### config.mk
export PLATFORM = sky130hd
export DESIGN_NAME = controlador_banco_de_registradores
export DESIGN_NICKNAME = d
export VERILOG_FILES = /design/src/rtl/controlador_banco_de_registradores.sv
export SDC_FILE = /design/constraint.sdc
export NUM_CORES = 1
export LEC_CHECK = 0
export ABC_AREA = 1
export CAP_MARGIN = 20
export CORE_MARGIN = 4
export CORE_UTILIZATION = 45
export CTS_BUF_LIST = sky130_fd_sc_hd__clkbuf_4 sky130_fd_sc_hd__clkbuf_8
export CTS_CLUSTER_SIZE = 14
export DETAILED_ROUTE_END_ITERATION = 6
export PLACE_DENSITY_LB_ADDON = 0.25
export SLEW_MARGIN = 20
export SYNTH_ARGS = -nofsm -noshare
export SYNTH_HDL_FRONTEND = slang
export SYNTH_SLANG_ARGS = --single-unit
### constraint.sdc
create_clock -name Clock_in -period 6.8 [get_ports Clock_in]
set_input_delay 2.04 -clock Clock_in [delete_from_list [all_inputs] [get_ports Clock_in]]
set_output_delay 2.04 -clock Clock_in [all_outputs]
set_load 0.05 [all_outputs]
### src/rtl/controlador_banco_de_registradores.sv
// rtl/controlador_banco_de_registradores.sv - request sequencer for the 32x32 register bank
// Accepts read-pair/write requests, drives the bank pins and returns read data with a held handshake.
module controlador_banco_de_registradores #(
    parameter int DATA_WIDTH       = 32,
    parameter int ADDR_WIDTH       = 5,
    parameter bit ZERO_REG_PROTECT = 1'b1
) (
    input  logic                  Clock_in,
    input  logic                  Signal_reset,
    input  logic                  Req_valid,
    output logic                  Req_ready,
    input  logic                  Req_write,
    input  logic [ADDR_WIDTH-1:0] Req_addr_a,
    input  logic [ADDR_WIDTH-1:0] Req_addr_b,
    input  logic [DATA_WIDTH-1:0] Req_data,
    input  logic                  Clear_request,
    output logic                  Resp_valid,
    input  logic                  Resp_ready,
    output logic [DATA_WIDTH-1:0] Resp_data_1,
    output logic [DATA_WIDTH-1:0] Resp_data_2,
    output logic                  Write_ack,
    output logic                  Clear_done,
    output logic                  Busy,
    output logic [ADDR_WIDTH-1:0] Read_1,
    output logic [ADDR_WIDTH-1:0] Read_2,
    output logic [ADDR_WIDTH-1:0] Address_to_write,
    output logic [DATA_WIDTH-1:0] Data_to_write,
    output logic                  Signal_write,
    output logic                  Bank_reset,
    input  logic [DATA_WIDTH-1:0] Bank_out_1,
    input  logic [DATA_WIDTH-1:0] Bank_out_2
);

    typedef enum logic [2:0] {
        S_CLEAR,
        S_IDLE,
        S_WRITE,
        S_READ,
        S_CAPTURE,
        S_RESP
    } state_t;

    state_t state;
    logic   clear_pending;

    assign Req_ready = (state == S_IDLE) && !Clear_request && !clear_pending && !Signal_reset;
    assign Busy      = (state != S_IDLE);

    // Bank pins are registered and loaded on the edge that enters the state that uses them.
    always_ff @(posedge Clock_in or posedge Signal_reset) begin
        if (Signal_reset) begin
            state            <= S_CLEAR;
            Bank_reset       <= 1'b1;
            clear_pending    <= 1'b0;
            Resp_valid       <= 1'b0;
            Resp_data_1      <= '0;
            Resp_data_2      <= '0;
            Read_1           <= '0;
            Read_2           <= '0;
            Address_to_write <= '0;
            Data_to_write    <= '0;
            Signal_write     <= 1'b0;
            Write_ack        <= 1'b0;
            Clear_done       <= 1'b0;
        end else begin
            Signal_write <= 1'b0;
            Write_ack    <= 1'b0;
            Clear_done   <= 1'b0;
            Bank_reset   <= 1'b0;
            if (Clear_request && state != S_IDLE) begin
                clear_pending <= 1'b1;
            end
            case (state)
                S_CLEAR: begin
                    state      <= S_IDLE;
                    Clear_done <= 1'b1;
                end
                S_IDLE: begin
                    if (Clear_request || clear_pending) begin
                        state         <= S_CLEAR;
                        Bank_reset    <= 1'b1;
                        clear_pending <= 1'b0;
                    end else if (Req_valid) begin
                        if (Req_write) begin
                            state            <= S_WRITE;
                            Address_to_write <= Req_addr_a;
                            Data_to_write    <= Req_data;
                            Write_ack        <= 1'b1;
                            Signal_write     <= !(ZERO_REG_PROTECT && Req_addr_a == '0);
                        end else begin
                            state  <= S_READ;
                            Read_1 <= Req_addr_a;
                            Read_2 <= Req_addr_b;
                        end
                    end
                end
                S_WRITE: state <= S_IDLE;
                S_READ:  state <= S_CAPTURE;
                S_CAPTURE: begin
                    Resp_data_1 <= Bank_out_1;
                    Resp_data_2 <= Bank_out_2;
                    Resp_valid  <= 1'b1;
                    state       <= S_RESP;
                end
                S_RESP: begin
                    if (Resp_ready) begin
                        Resp_valid <= 1'b0;
                        state      <= S_IDLE;
                    end
                end
                default: state <= S_CLEAR;
            endcase
        end
    end

endmodule

==> flow_summary.toml <==
[status]
run_status = "finished, final reports clean"

[synth]
syn_area_per_cell_um2 = 8.99
synth_area_um2 = 4770
syn-num-nets = 643
synth_largest_area_cell = "dfrtp_1"
yosys-top-cells-area = "dfrtp_1 62%, nand2_1 14%, o21ai_0 6.8%, inv_1 5.9%, nand3_1 5.5%"
ys_warn_count = 0
yosysSeqAreaShare = 0.629
syn-instance-count = 531
post_synth_num_cell_types = 17
ys_ff_latch = 120
synth_top_area_frac = 0.624

[critical_path]
cp_num_buf_inv = 2
crit_chain = "clkdlybuf4s50_1 -> nor2_2 -> nand3_1 -> nor2_1 -> clkdlybuf4s50_1"
r2r_slack_ps = 4320
required_ps = 4760
cpMostUsedCell = "clkdlybuf4s50_1"
endpoint_kind = "output port"
cp_max_fo = 4
crit_family = "buffers and inverters"
criticalPathCategory = "input pin to output port"
slowest_stage = "clkdlybuf4s50_1"
rr_worst_depth = 6
rr_startpoint = "state[2]"
r2r_end = "Data_to_write[18]"
worstSetupStartpointType = "input pin"
cp_slowest_stage_delay_ps = 810
cp.arrival_ps = 3670

[die]
rows = 37
core_um2 = 10300
initial_core_util = 0.462
ios = 230
dieWidth_um = 111
chipHeight_um = 111
dieArea_um2 = 12300

[drt]
drt-initial-drc-count = 294
dr.pass1.iters = 5
via_per_inst = 4.72
wl_per_cell_um = 14.7
ant_nets = 0
drcViolationCount = 0
vias = 4255
routed_wl_um = 13300

[layout]
diodes = 0
layout_commonest_cell = "clkdlybuf4s50_1"
multi_input_comb_area_um2 = 1340
fin_util = 0.729
drive_gt1_frac = 0.0575
seqCellArea_um2 = 3000
num-nets-final = 865
nFillCells = 763
syn_to_final_growth_pct = 57.8
final_cells = 901
mostFrequentLayoutCells = "229 x clkdlybuf4s50_1, 171 x nand2_1, 119 x dfrtp_1, 73 x inv_1, 65 x o21ai_0"

[placed_design]
dp.cells = 869
preCtsSetupSlack_ps = 1090
io_buffers = 229
place.gp.congestion = 0.842
hpwl_um = 9560

[sta]
slew_headroom = 0.389
setup_slack_ps = 1090
rsz0062_at_grt = "false"
hold_viol = 0
fmax_ghz = 0.175
hold_ws_ps = 473
fin_crit_sh = 0.840
skew_ps = 7.72
setup_viol = 0
maxSlewViolCount = 0
tightest_slew_ps = 917
period_needed_ps = 5710
finalSetupTns_ps = 0

[clock_network]
holdBufCountCts = 0
root_buffer = "clkbuf_8"
numCtsBuffers = 17
cts_setup_buffers = 0
cts_tree = "done"
cts_num_sinks = 120
htreeDepth = 4
path_clk_slew_ps = 70
insertion_delay_ps = 420
ctsResizeCount = 0
clock_path_buffers = 2

[run]
maxCapViolCount = 0

[worst_hold_path]
hold_start = "Data_to_write[11]"
min_path_type = "flip-flop to flip-flop"
hold_depth = 2
holdPathEnd = "Data_to_write[11]"

[global_routing]
grt_max_degree = 130
grt_antenna_before_repair = 0
grt_pass1_wl_um = 21600
grt_usage = 0.221
grt_pass1_vias = 4323
grt_overflow = 0

[pwr]
p_leak_uw = 0.00375
p_per_area_nw_per_um2 = 574
peakVddDrop_v = 0.000353
==> synthesized netlist by cell type (all sizes together) <==
library cell / number
clkbuf: 2
nand2: 172
o21ai: 65
nor2: 13
o21a: 1
inv: 78
nand3: 53
nor3: 1
buf: 26
dfrtp: 119
dfstp: 1
==> logic make-up after synthesis <==
kind of cell,after synthesis,share of synthesized area
AO/OA/AOI/OAI,66,0.0697
flip-flops,120,0.629
AND/OR/NAND/NOR,239,0.207
buffers and inverters,106,0.0941
==> worst max-delay path by stage <==
stage | startpoint | endpoint | slack (ps) | cells after the start
2_1_floorplan | Signal_reset | Address_to_write[0] | 1580 | 1
3_3_place_gp | Clear_request | Req_ready | 1090 | 5
3_5_place_dp | Clear_request | Req_ready | 1090 | 5
4_1_cts | Clear_request | Req_ready | 1080 | 5
5_1_grt | Clear_request | Req_ready | 1000 | 5
6_report | Clear_request | Req_ready | 1090 | 5
==> routing by layer <==
metal | share of wire | wire [um] | vias up | GRT usage
met4 | 0.023 | 304 | 0 | 0.0887
met3 | 0.11 | 1490 | 26 | 0.111
met5 | 0 | 0 | - | 0
met1 | 0.39 | 5200 | 1968 | 0.254
met2 | 0.47 | 6270 | 188 | 0.350
li1 | - | - | 2073 | -
==> stage by stage <==
stage,area (um2),total power [uW]
after CTS,7500,4360
after global placement,7100,3650
after floorplan,4770,2830
final,7530,4330
after detailed placement,7100,3710
after global routing,7530,4560
==> power by group <==
group	switching, uW	internal [uW]	leakage [uW]
combinational	1680	768	0.00205
clock	270	368	0.000204
sequential	183	1050	0.00149
==> registers in the layout (all words and copies together) (netlist names) <==
name              count
Read_1                5
clear_pending         1
Address_to_write      5
Write_ack             1
Bank_reset            1
Data_to_write        32
state                 3
Resp_data_1          32
Resp_valid            1
Read_2                5
Signal_write          1
Clear_done            1
Resp_data_2          32
==> worst min-delay path, cell delays in order, from the launching register on <==
cell     delay (ps)
dfrtp_1         340
nand2_1          50
nand2_1          50
==> area by class of cell <==
cell class / instances / share of cell area
repair buffers: 231 / 0.309
well taps: 136 / 0.0226
inverters: 78 / 0.0392
clock buffers: 23 / 0.0404
flip-flops and latches: 120 / 0.399
clock inverters: 8 / 0.0126
multi-input cells: 305 / 0.177
(Power assumes the default switching activity.)
